File: config.mk
export PLATFORM = sky130hd
export DESIGN_NAME = cnt_cmd_arbiter_flat
export DESIGN_NICKNAME = d
export VERILOG_FILES = /design/src/rtl/cnt_arb_pkg.sv /design/src/rtl/cnt_cmd_arbiter_if.sv /design/src/rtl/cnt_rr_arbiter.sv /design/src/rtl/cnt_cmd_arbiter.sv /design/src/flat_wrapper.sv
export SDC_FILE = /design/constraint.sdc
export NUM_CORES = 1
export LEC_CHECK = 0
export BUFFER_PORTS_ARGS = -buffer_cell sky130_fd_sc_hd__buf_2
export CAP_MARGIN = 20
export CORE_UTILIZATION = 41
export DETAILED_ROUTE_END_ITERATION = 16
export PLACE_DENSITY = 0.76
export SYNTH_ARGS = -nofsm -noshare
export SYNTH_HDL_FRONTEND = slang
export SYNTH_SLANG_ARGS = --single-unit
File: constraint.sdc
create_clock -name i_clk -period 1.7 [get_ports i_clk]
set_input_delay 0.17 -clock i_clk [delete_from_list [all_inputs] [get_ports i_clk]]
set_output_delay 0.17 -clock i_clk [all_outputs]
set_load 0.01 [all_outputs]
File: src/rtl/cnt_arb_pkg.sv
// Shared types for the counter command arbiter.
// Command encoding, FSM states and field widths.
package cnt_arb_pkg;

  localparam int CMD_W = 2;

  typedef enum logic [1:0] {
    CMD_READ = 2'b00,
    CMD_UP   = 2'b01,
    CMD_DOWN = 2'b10,
    CMD_LOAD = 2'b11
  } cmd_e;

  typedef enum logic [1:0] {
    ST_IDLE,
    ST_ISSUE,
    ST_SETTLE,
    ST_RESP
  } state_e;

endpackage

File: src/rtl/cnt_cmd_arbiter_if.sv
// Requester, response and counter-side bundle for cnt_cmd_arbiter.
// slave = arbiter side, master = client/counter side.
interface cnt_cmd_arbiter_if #(
  parameter int N_REQ = 4,
  parameter int DW    = 5
);

  logic [N_REQ-1:0]         i_req_valid;
  logic [2*N_REQ-1:0]       i_req_cmd;
  logic [N_REQ*DW-1:0]      i_req_data;
  logic [N_REQ-1:0]         o_req_ready;
  logic                     o_rsp_valid;
  logic                     i_rsp_ready;
  logic [$clog2(N_REQ)-1:0] o_rsp_id;
  logic [DW-1:0]            o_rsp_value;
  logic                     o_rsp_sat;
  logic [DW-1:0]            o_cnt_in;
  logic                     o_cnt_load;
  logic                     o_cnt_up;
  logic                     o_cnt_down;
  logic [DW-1:0]            i_cnt_value;
  logic                     i_cnt_high;
  logic                     i_cnt_low;

  modport slave (
    input  i_req_valid, i_req_cmd, i_req_data,
    input  i_rsp_ready,
    input  i_cnt_value, i_cnt_high, i_cnt_low,
    output o_req_ready,
    output o_rsp_valid, o_rsp_id,
    output o_rsp_value, o_rsp_sat,
    output o_cnt_in, o_cnt_load,
    output o_cnt_up, o_cnt_down
  );

  modport master (
    output i_req_valid, i_req_cmd, i_req_data,
    output i_rsp_ready,
    output i_cnt_value, i_cnt_high, i_cnt_low,
    input  o_req_ready,
    input  o_rsp_valid, o_rsp_id,
    input  o_rsp_value, o_rsp_sat,
    input  o_cnt_in, o_cnt_load,
    input  o_cnt_up, o_cnt_down
  );

endinterface

File: src/rtl/cnt_rr_arbiter.sv
// One-hot grant + index from a request vector.
// Round-robin by default; CNT_ARB_FIXED_PRI_EN selects lowest-index-wins.
module cnt_rr_arbiter #(
  parameter int N_REQ = 4
) (
  input  logic                     clk,
  input  logic                     rst_n,
  input  logic [N_REQ-1:0]         req,
  input  logic                     advance,
  output logic [N_REQ-1:0]         gnt,
  output logic [$clog2(N_REQ)-1:0] gnt_idx,
  output logic                     gnt_valid
);

  localparam int IDW = $clog2(N_REQ);

`ifdef CNT_ARB_FIXED_PRI_EN

  always_comb begin
    gnt       = '0;
    gnt_idx   = '0;
    gnt_valid = 1'b0;
    for (int i = N_REQ - 1; i >= 0; i--) begin
      if (req[i]) begin
        gnt_idx   = IDW'(i);
        gnt_valid = 1'b1;
      end
    end
    if (gnt_valid) gnt[gnt_idx] = 1'b1;
  end

`else

  logic [IDW-1:0] ptr_q, ptr_d;

  always_comb begin
    int k;
    k         = 0;
    gnt       = '0;
    gnt_idx   = '0;
    gnt_valid = 1'b0;
    for (int i = 0; i < N_REQ; i++) begin
      k = int'(ptr_q) + i;
      if (k >= N_REQ) k = k - N_REQ;
      if (!gnt_valid && req[k]) begin
        gnt_idx   = IDW'(k);
        gnt_valid = 1'b1;
      end
    end
    if (gnt_valid) gnt[gnt_idx] = 1'b1;
  end

  always_comb begin
    ptr_d = ptr_q;
    if (advance && gnt_valid) begin
      ptr_d = (int'(gnt_idx) == N_REQ - 1)
            ? '0 : gnt_idx + 1'b1;
    end
  end

  always_ff @(posedge clk or negedge rst_n) begin
    if (!rst_n) ptr_q <= '0;
    else        ptr_q <= ptr_d;
  end

`endif

endmodule

File: src/rtl/cnt_cmd_arbiter.sv
// Shares one saturating up/down counter among N_REQ requesters.
// Arbitration mode: CNT_ARB_FIXED_PRI_EN (see cnt_rr_arbiter).
module cnt_cmd_arbiter
  import cnt_arb_pkg::*;
#(
  parameter int N_REQ      = 4,
  parameter int DATA_WIDTH = 5
) (
  input  logic             i_clk,
  input  logic             i_rst_n,
  cnt_cmd_arbiter_if.slave bus
);

  localparam int ID_WIDTH = $clog2(N_REQ);
  localparam int DW       = DATA_WIDTH;

  state_e              state_q, state_d;
  logic [ID_WIDTH-1:0] id_q, id_d;
  cmd_e                cmd_q, cmd_d;
  logic [DW-1:0]       data_q, data_d;
  logic [DW-1:0]       val_q, val_d;
  logic                sat_q, sat_d;
  logic                rv_q, rv_d;

  logic [N_REQ-1:0]    gnt;
  logic [ID_WIDTH-1:0] gnt_idx;
  logic                gnt_valid;
  logic                advance;
  logic                ld, up, dn;

  cnt_rr_arbiter #(.N_REQ(N_REQ)) u_arb (
    .clk       (i_clk),
    .rst_n     (i_rst_n),
    .req       (bus.i_req_valid),
    .advance   (advance),
    .gnt       (gnt),
    .gnt_idx   (gnt_idx),
    .gnt_valid (gnt_valid)
  );

  always_comb begin
    state_d = state_q;
    id_d    = id_q;
    cmd_d   = cmd_q;
    data_d  = data_q;
    val_d   = val_q;
    sat_d   = sat_q;
    rv_d    = rv_q;
    advance = 1'b0;
    bus.o_req_ready = '0;
    ld = 1'b0;
    up = 1'b0;
    dn = 1'b0;
    unique case (state_q)
      ST_IDLE: begin
        if (gnt_valid) begin
          advance = 1'b1;
          bus.o_req_ready = gnt;
          id_d    = gnt_idx;
          cmd_d   = cmd_e'(bus.i_req_cmd[gnt_idx*CMD_W +: CMD_W]);
          data_d  = bus.i_req_data[gnt_idx*DW +: DW];
          state_d = ST_ISSUE;
        end
      end
      ST_ISSUE: begin
        ld = (cmd_q == CMD_LOAD);
        up = (cmd_q == CMD_UP);
        dn = (cmd_q == CMD_DOWN);
        // strobe goes out even when saturated; the counter just holds
        sat_d = (up && bus.i_cnt_high) || (dn && bus.i_cnt_low);
        state_d = ST_SETTLE;
      end
      ST_SETTLE: begin
        val_d   = bus.i_cnt_value;
        rv_d    = 1'b1;
        state_d = ST_RESP;
      end
      ST_RESP: begin
        if (bus.i_rsp_ready) begin
          rv_d    = 1'b0;
          state_d = ST_IDLE;
        end
      end
      default: state_d = ST_IDLE;
    endcase
  end

  always_ff @(posedge i_clk or negedge i_rst_n) begin
    if (!i_rst_n) begin
      state_q <= ST_IDLE;
      id_q    <= '0;
      cmd_q   <= CMD_READ;
      data_q  <= '0;
      val_q   <= '0;
      sat_q   <= 1'b0;
      rv_q    <= 1'b0;
    end else begin
      state_q <= state_d;
      id_q    <= id_d;
      cmd_q   <= cmd_d;
      data_q  <= data_d;
      val_q   <= val_d;
      sat_q   <= sat_d;
      rv_q    <= rv_d;
    end
  end

  assign bus.o_rsp_valid = rv_q;
  assign bus.o_rsp_id    = id_q;
  assign bus.o_rsp_value = val_q;
  assign bus.o_rsp_sat   = sat_q;
  assign bus.o_cnt_in    = data_q;
  assign bus.o_cnt_load  = ld;
  assign bus.o_cnt_up    = up;
  assign bus.o_cnt_down  = dn;

endmodule

File: src/flat_wrapper.sv
// flat-port wrapper written by rule: the top's interface ports become plain ports
module cnt_cmd_arbiter_flat import cnt_arb_pkg::*;
#(
  parameter int N_REQ      = 4,
  parameter int DATA_WIDTH = 5
)
  (i_clk, i_rst_n, bus_i_req_valid, bus_i_req_cmd, bus_i_req_data, bus_i_rsp_ready, bus_i_cnt_value, bus_i_cnt_high, bus_i_cnt_low, bus_o_req_ready, bus_o_rsp_valid, bus_o_rsp_id, bus_o_rsp_value, bus_o_rsp_sat, bus_o_cnt_in, bus_o_cnt_load, bus_o_cnt_up, bus_o_cnt_down);
  cnt_cmd_arbiter_if #(.N_REQ(N_REQ), .DW(5)) bus_i ();
  input  logic i_clk;
  input  logic i_rst_n;
  input wire logic [$bits(bus_i.i_req_valid)-1:0] bus_i_req_valid;
  input wire logic [$bits(bus_i.i_req_cmd)-1:0] bus_i_req_cmd;
  input wire logic [$bits(bus_i.i_req_data)-1:0] bus_i_req_data;
  input wire logic [$bits(bus_i.i_rsp_ready)-1:0] bus_i_rsp_ready;
  input wire logic [$bits(bus_i.i_cnt_value)-1:0] bus_i_cnt_value;
  input wire logic [$bits(bus_i.i_cnt_high)-1:0] bus_i_cnt_high;
  input wire logic [$bits(bus_i.i_cnt_low)-1:0] bus_i_cnt_low;
  output wire logic [$bits(bus_i.o_req_ready)-1:0] bus_o_req_ready;
  output wire logic [$bits(bus_i.o_rsp_valid)-1:0] bus_o_rsp_valid;
  output wire logic [$bits(bus_i.o_rsp_id)-1:0] bus_o_rsp_id;
  output wire logic [$bits(bus_i.o_rsp_value)-1:0] bus_o_rsp_value;
  output wire logic [$bits(bus_i.o_rsp_sat)-1:0] bus_o_rsp_sat;
  output wire logic [$bits(bus_i.o_cnt_in)-1:0] bus_o_cnt_in;
  output wire logic [$bits(bus_i.o_cnt_load)-1:0] bus_o_cnt_load;
  output wire logic [$bits(bus_i.o_cnt_up)-1:0] bus_o_cnt_up;
  output wire logic [$bits(bus_i.o_cnt_down)-1:0] bus_o_cnt_down;
  assign bus_i.i_req_valid = bus_i_req_valid;
  assign bus_i.i_req_cmd = bus_i_req_cmd;
  assign bus_i.i_req_data = bus_i_req_data;
  assign bus_i.i_rsp_ready = bus_i_rsp_ready;
  assign bus_i.i_cnt_value = bus_i_cnt_value;
  assign bus_i.i_cnt_high = bus_i_cnt_high;
  assign bus_i.i_cnt_low = bus_i_cnt_low;
  assign bus_o_req_ready = bus_i.o_req_ready;
  assign bus_o_rsp_valid = bus_i.o_rsp_valid;
  assign bus_o_rsp_id = bus_i.o_rsp_id;
  assign bus_o_rsp_value = bus_i.o_rsp_value;
  assign bus_o_rsp_sat = bus_i.o_rsp_sat;
  assign bus_o_cnt_in = bus_i.o_cnt_in;
  assign bus_o_cnt_load = bus_i.o_cnt_load;
  assign bus_o_cnt_up = bus_i.o_cnt_up;
  assign bus_o_cnt_down = bus_i.o_cnt_down;
  cnt_cmd_arbiter #(.N_REQ(N_REQ), .DATA_WIDTH(DATA_WIDTH)) u_core (.i_clk(i_clk), .i_rst_n(i_rst_n), .bus(bus_i));
endmodule
**After elaboration in Yosys (flattened, before gate mapping)**

Index checks and enable logic that the tools add are counted.

- Add/sub/neg operators: 8
- Multipliers: 1
- Magnitude comparators: 10
- Eq/ne operators: 9
- Shifts and indexed selects: 2
- Mux-type cells: 39
- Reduce and logical (&&, ||, !) cells: 16

Operators by type and width:

| cell | number |
|---|---|
| $lt A32 B4 Y1 const B | 4 |
| $mux W32 | 4 |
| $shiftx A20 B6 Y5 | 1 |
| $mux W1 | 19 |
| $mux W2 | 7 |
| $sub A3 B3 Y4 const B | 3 |
| $ge A3 B3 Y1 const B | 3 |
| $bmux W1 S2 | 4 |
| $eq A2 B2 Y1 const B | 4 |
| $mux W4 | 2 |
| $pmux W2 S4 | 1 |
| $shiftx A8 B4 Y2 | 1 |
| $logic_and A1 B1 Y1 | 7 |
| $add A2 B2 Y3 const B | 2 |
| $eq A2 B1 Y1 const B | 3 |
| $reduce_and A2 Y1 | 3 |
| $mul A2 B3 Y5 const B | 1 |
| $ne A2 B2 Y1 const B | 2 |
| $sub A2 B3 Y4 const B | 1 |
| $add A2 B1 Y3 const B | 1 |
| $ge A2 B3 Y1 const B | 1 |
| $logic_not A1 Y1 | 3 |
| $lt A2 B3 Y1 const B | 1 |
| $add A2 B1 Y2 const B | 1 |
| other kinds (6) | 6 |

- Flip-flop bits (word level): 20
- Bits of input ports: 42
- Output and inout port bits: 21

**Logic depth before layout (Yosys ltp)**

- Depth after elaboration: 21
- Mapped depth: 7
- Mapped depth without buffers: 6

**Cells and area by module**

From an unflattened synthesis, not the netlist that was laid out.

- Cells, all modules: 121
- Area total of the unflattened synthesis: 1258.7 um^2

By module, submodules not included:

| module | times used | cells each | area an instance (um^2) |
|---|---|---|---|
| cnt_cmd_arbiter | 1 | 91 | 996.0 |
| cnt_rr_arbiter | 1 | 30 | 262.8 |

**Worst setup path after synthesis**

OpenSTA, ideal clock, no wires.

- Path type: register -> register
- From: reg u_core.u_arb.ptr_q[1]
- To: reg u_core.data_q[3], in the netlist u_core.bus.o_cnt_in[3]
- Library setup time: 124 ps
- Data arrival time: 1704 ps
- Required time: 1576 ps
- Slack: -128 ps
- Stages on the path, launching flop included: 7
- Buffers on the path: 1
- Clock period less this slack: 1828 ps
- Cells stage by stage: dfrtp_1 mux2_4 o221ai_4 buf_12 mux2i_1 nor3_1 a211o_1

- Word-level cells in the longest chain between the ends: 17
- Elaborated cells between the ends (all ways): 44

RTL lines:

| element | RTL line | text |
|---|---|---|
| start, declared | cnt_rr_arbiter.sv:34 | `logic [IDW-1:0] ptr_q, ptr_d;` |
| start signal, assigned | cnt_rr_arbiter.sv:63 | `else ptr_q <= ptr_d;` |
| parallel branches: the longest is 17 deep, another holds $sub A3 B3 Y4 | -- |  |
| end signal, assigned | cnt_cmd_arbiter.sv:101 | `data_q <= data_d;` |
| end, declared | cnt_cmd_arbiter.sv:20 | `logic [DW-1:0] data_q, data_d;` |

Parallel ways; which one is timed is not known. The select of a mux whose other input is x is not followed.
A chain may end at the register's enable or synchronous reset.

**Final worst setup path**

- From: reg u_core.u_arb.ptr_q[1]
- To: out bus_o_req_ready[3]

- Word-level cells in the longest chain between the ends: 21
- Elaborated cells between the ends (all ways): 48

RTL lines:

| element | RTL line | text |
|---|---|---|
| parallel branches: the longest is 19 deep, another holds $sub A3 B3 Y4 | -- |  |
| $mux W4 * | cnt_cmd_arbiter.sv:56 | `if (gnt_valid) begin` |
| $mux W4 * | cnt_cmd_arbiter.sv:54 | `unique case (state_q)` |
| end, declared | flat_wrapper.sv:18 | `output wire logic [$bits(bus_i.o_req_ready)-1:0] bus_o_req_ready;` |

Every way passes the cells marked *. The select of a mux whose other input is x is not followed.

==> results.yml <==
power_and_ir_drop:
  p_per_area_nw_per_um2: 1640
  vdd_drop_max_mv: 1.01
  p_leak_nw: 0.984
critical_path:
  start_kind: "flip-flop"
  cp_max_fo: 4
  cp.arrival_ps: 1810
  cp-end-kind: "primary output"
  critPathKind: "flip-flop to primary output"
  worstPathRequired_ps: 1530
final_layout:
  layout-drive-gt1-share_pct: 57.6
  n_antenna_cell: 0
  fin_area_um2: 1890
  fill_cells: 223
  syn_to_final_growth_pct: 51.9
  final_nets: 248
place:
  dp_hpwl_um: 2300
  port_buffers: 62
  placed_area_um2: 1630
  place_congestion: 0.889
  pre_cts_ws_ps: -106
die:
  fp.dieH_um: 57.0
  rows: 19
  die-width_um: 57.0
  core_um2: 2810
  ios: 63
  die_area_um2: 3250
  start_util_pct: 44.2
sta:
  finalClockSkew_ps: 2.09
  period_minus_slack_ps: 1980
  hold_viol: 0
  rsz0062_at_grt: "yes"
  setup_viol: 11
  drv_slew: 0
  worstMarginPinSlew_ps: 453
  setup_ws_ps: -283
  period_share_pct: 117
  slew_headroom_pct: 69.8
  timing.fmax_mhz: 504
global_route:
  grt_pass1_wl_um: 5020
  grt_antenna_before_repair: 0
  grt-ovfl-total: 0
  gr-usage-all-layers_pct: 19.6
  first_global_vias: 1238
  grt_start_max_net_pins: 31
clocking:
  clk_root_buffer_cell: "clkbuf_4"
  clockBufferDepth: 2
  worstSkewPairLatency_ps: 300
  cts_inserted_buffers: 3
  path_clk_slew_ps: 120
  cts_tree: "yes"
  cts_htree_levels: 1
  cts.sinks: 20
synth:
  yosysWarningCount: 0
  ys_seq_area_share_pct: 40.3
  synthCells: 121
  syn_area_per_cell_um2: 10.3
  ys_ff_latch: 20
  yosys-top-cells-count: "dfrtp_1, nor3_1, mux2i_1"
  synth_area_um2: 1240
  synth_top_area_cell: "dfrtp_1"
  syn-num-nets: 170
  synthFlopType: "dfrtp_1"
  synth_most_common_cell: "dfrtp_1"
  synth.top_cell.area_share_pct: 40.3
  yosysUniqueCellTypes: 31
  synthArstFlopShare_pct: 100
  netlist_top_cells_area: "dfrtp_1, mux2i_1, ha_1"
  synth_edf_count: 0
run_status:
  violations: "design-rule violations, negative setup slack"
  outcome: "finished, violations left"
detailed_routing:
  routed_via_density: 5.38
  drc: 4
  vias: 1231
  drt_pass1_iterations: 10
  drtIter0Drc: 31
  routed_wl_um: 3400
  post_drt_wl_per_cell_um: 14.8
  ant_nets: 0
job:
  maxCapViolations: 0
min_path:
  hold_path_class: "input pin to flip-flop"
-- stage by stage --
stage               hold WS [ps]  utilization [%]  std cells  power, mW  TNS (ps)
floorplan                   -126                -        121       1.93      -917
global placement             140             57.9        215       2.37      -264
detailed placement           143             57.9        215       2.44      -658
CTS                         62.9             64.4        226       2.93     -2840
global route                69.1             67.2        229       3.30     -3590
finish                      68.4             67.2        229       3.09     -2860
-- area by class of cell --
class	count	area, µm²	share of cell area, %
multi-input combinational	88	774	41.1
timing repair buffer	79	507	26.9
clock buffer	4	36.3	1.92
tap	31	38.8	2.06
sequential	20	500	26.5
inverter	7	28.8	1.53
-- cell usage in the layout, fill, tap and decap left out, drive strengths merged --
cell type,count
o21ai,5
a21o,1
buf,77
ha,7
a21boi,1
nor3,16
o22a,1
and3,1
nor2b,2
o31ai,1
inv,7
nor4,1
and2,2
dfrtp,20
nand2b,1
nand2,9
o221ai,1
a211o,7
mux2i,14
a31oi,1
mux2,6
nor2,4
a21oi,3
o22ai,1
dlygate4sd3,1
or3b,1
nand3b,2
clkbuf,5
-- final timing paths --
kind                                              to  cells past startpoint              startpoint  slack [ps]
setup / recovery                  bus_o_req_ready[3]                      8   u_core.u_arb.ptr_q[1]        -280
min in group asynchronous     u_core.bus.o_cnt_in[4]                      2                 i_rst_n         330
setup reg to reg              u_core.bus.o_cnt_in[0]                      7   u_core.u_arb.ptr_q[1]        -270
hold reg to reg               u_core.bus.o_rsp_id[1]                      2  u_core.bus.o_rsp_id[1]         490
max in group asynchronous  u_core.bus.o_rsp_value[0]                      2                 i_rst_n        1050
hold / removal                u_core.bus.o_rsp_valid                      2         bus_i_rsp_ready          70
-- report_power, final --
part	leakage, nW	internal (mW)	switching (mW)	total [mW]
logic	0.723	0.988	0.930	1.92
registers	0.240	0.718	0.171	0.890
clock network	0.0210	0.130	0.152	0.283
total	0.984	1.84	1.25	3.09
-- registers in the layout (all words and copies together), names as in the netlist --
register / flops
u_core.bus.o_rsp_valid: 1
u_core.bus.o_rsp_sat: 1
u_core.bus.o_cnt_in: 5
u_core.state_q: 2
u_core.bus.o_rsp_id: 2
u_core.bus.o_rsp_value: 5
u_core.cmd_q: 2
u_core.u_arb.ptr_q: 2
-- repair_timing --
action                     4_1_cts  5_1_grt
setup buffers                    7        2
hold endpoints to repair        20        0
hold buffers                     1        0
pin swaps                        8        3
resized for setup               21        9
gates cloned                     0        1
setup endpoints to repair       11       14
-- worst max-delay path, stage by stage, from the launching register on --
cell,delay (ps)
dfrtp_1,450
buf_6,130
a21o_1,110
a21oi_2,50
o22a_2,250
buf_4,150
ha_4,140
and2_4,130
buf_6,110
-- cell families after synthesis --
family	after synthesis	synth area share, %
AND/OR/NAND/NOR	39	15.8
AO/OA/AOI/OAI	22	13.8
buffers and inverters	13	5.95
adder cells (fa/ha/maj)	7	7.06
multiplexers	20	17.0
flip-flops	20	40.3
-- metal layers --
metal,track usage [%],routed length (µm)
met4,8.36,69
met1,20.0,1260
met2,38.8,1960
met3,3.17,110
met5,0,0
Note: power is estimated with default switching activity, not from simulation.
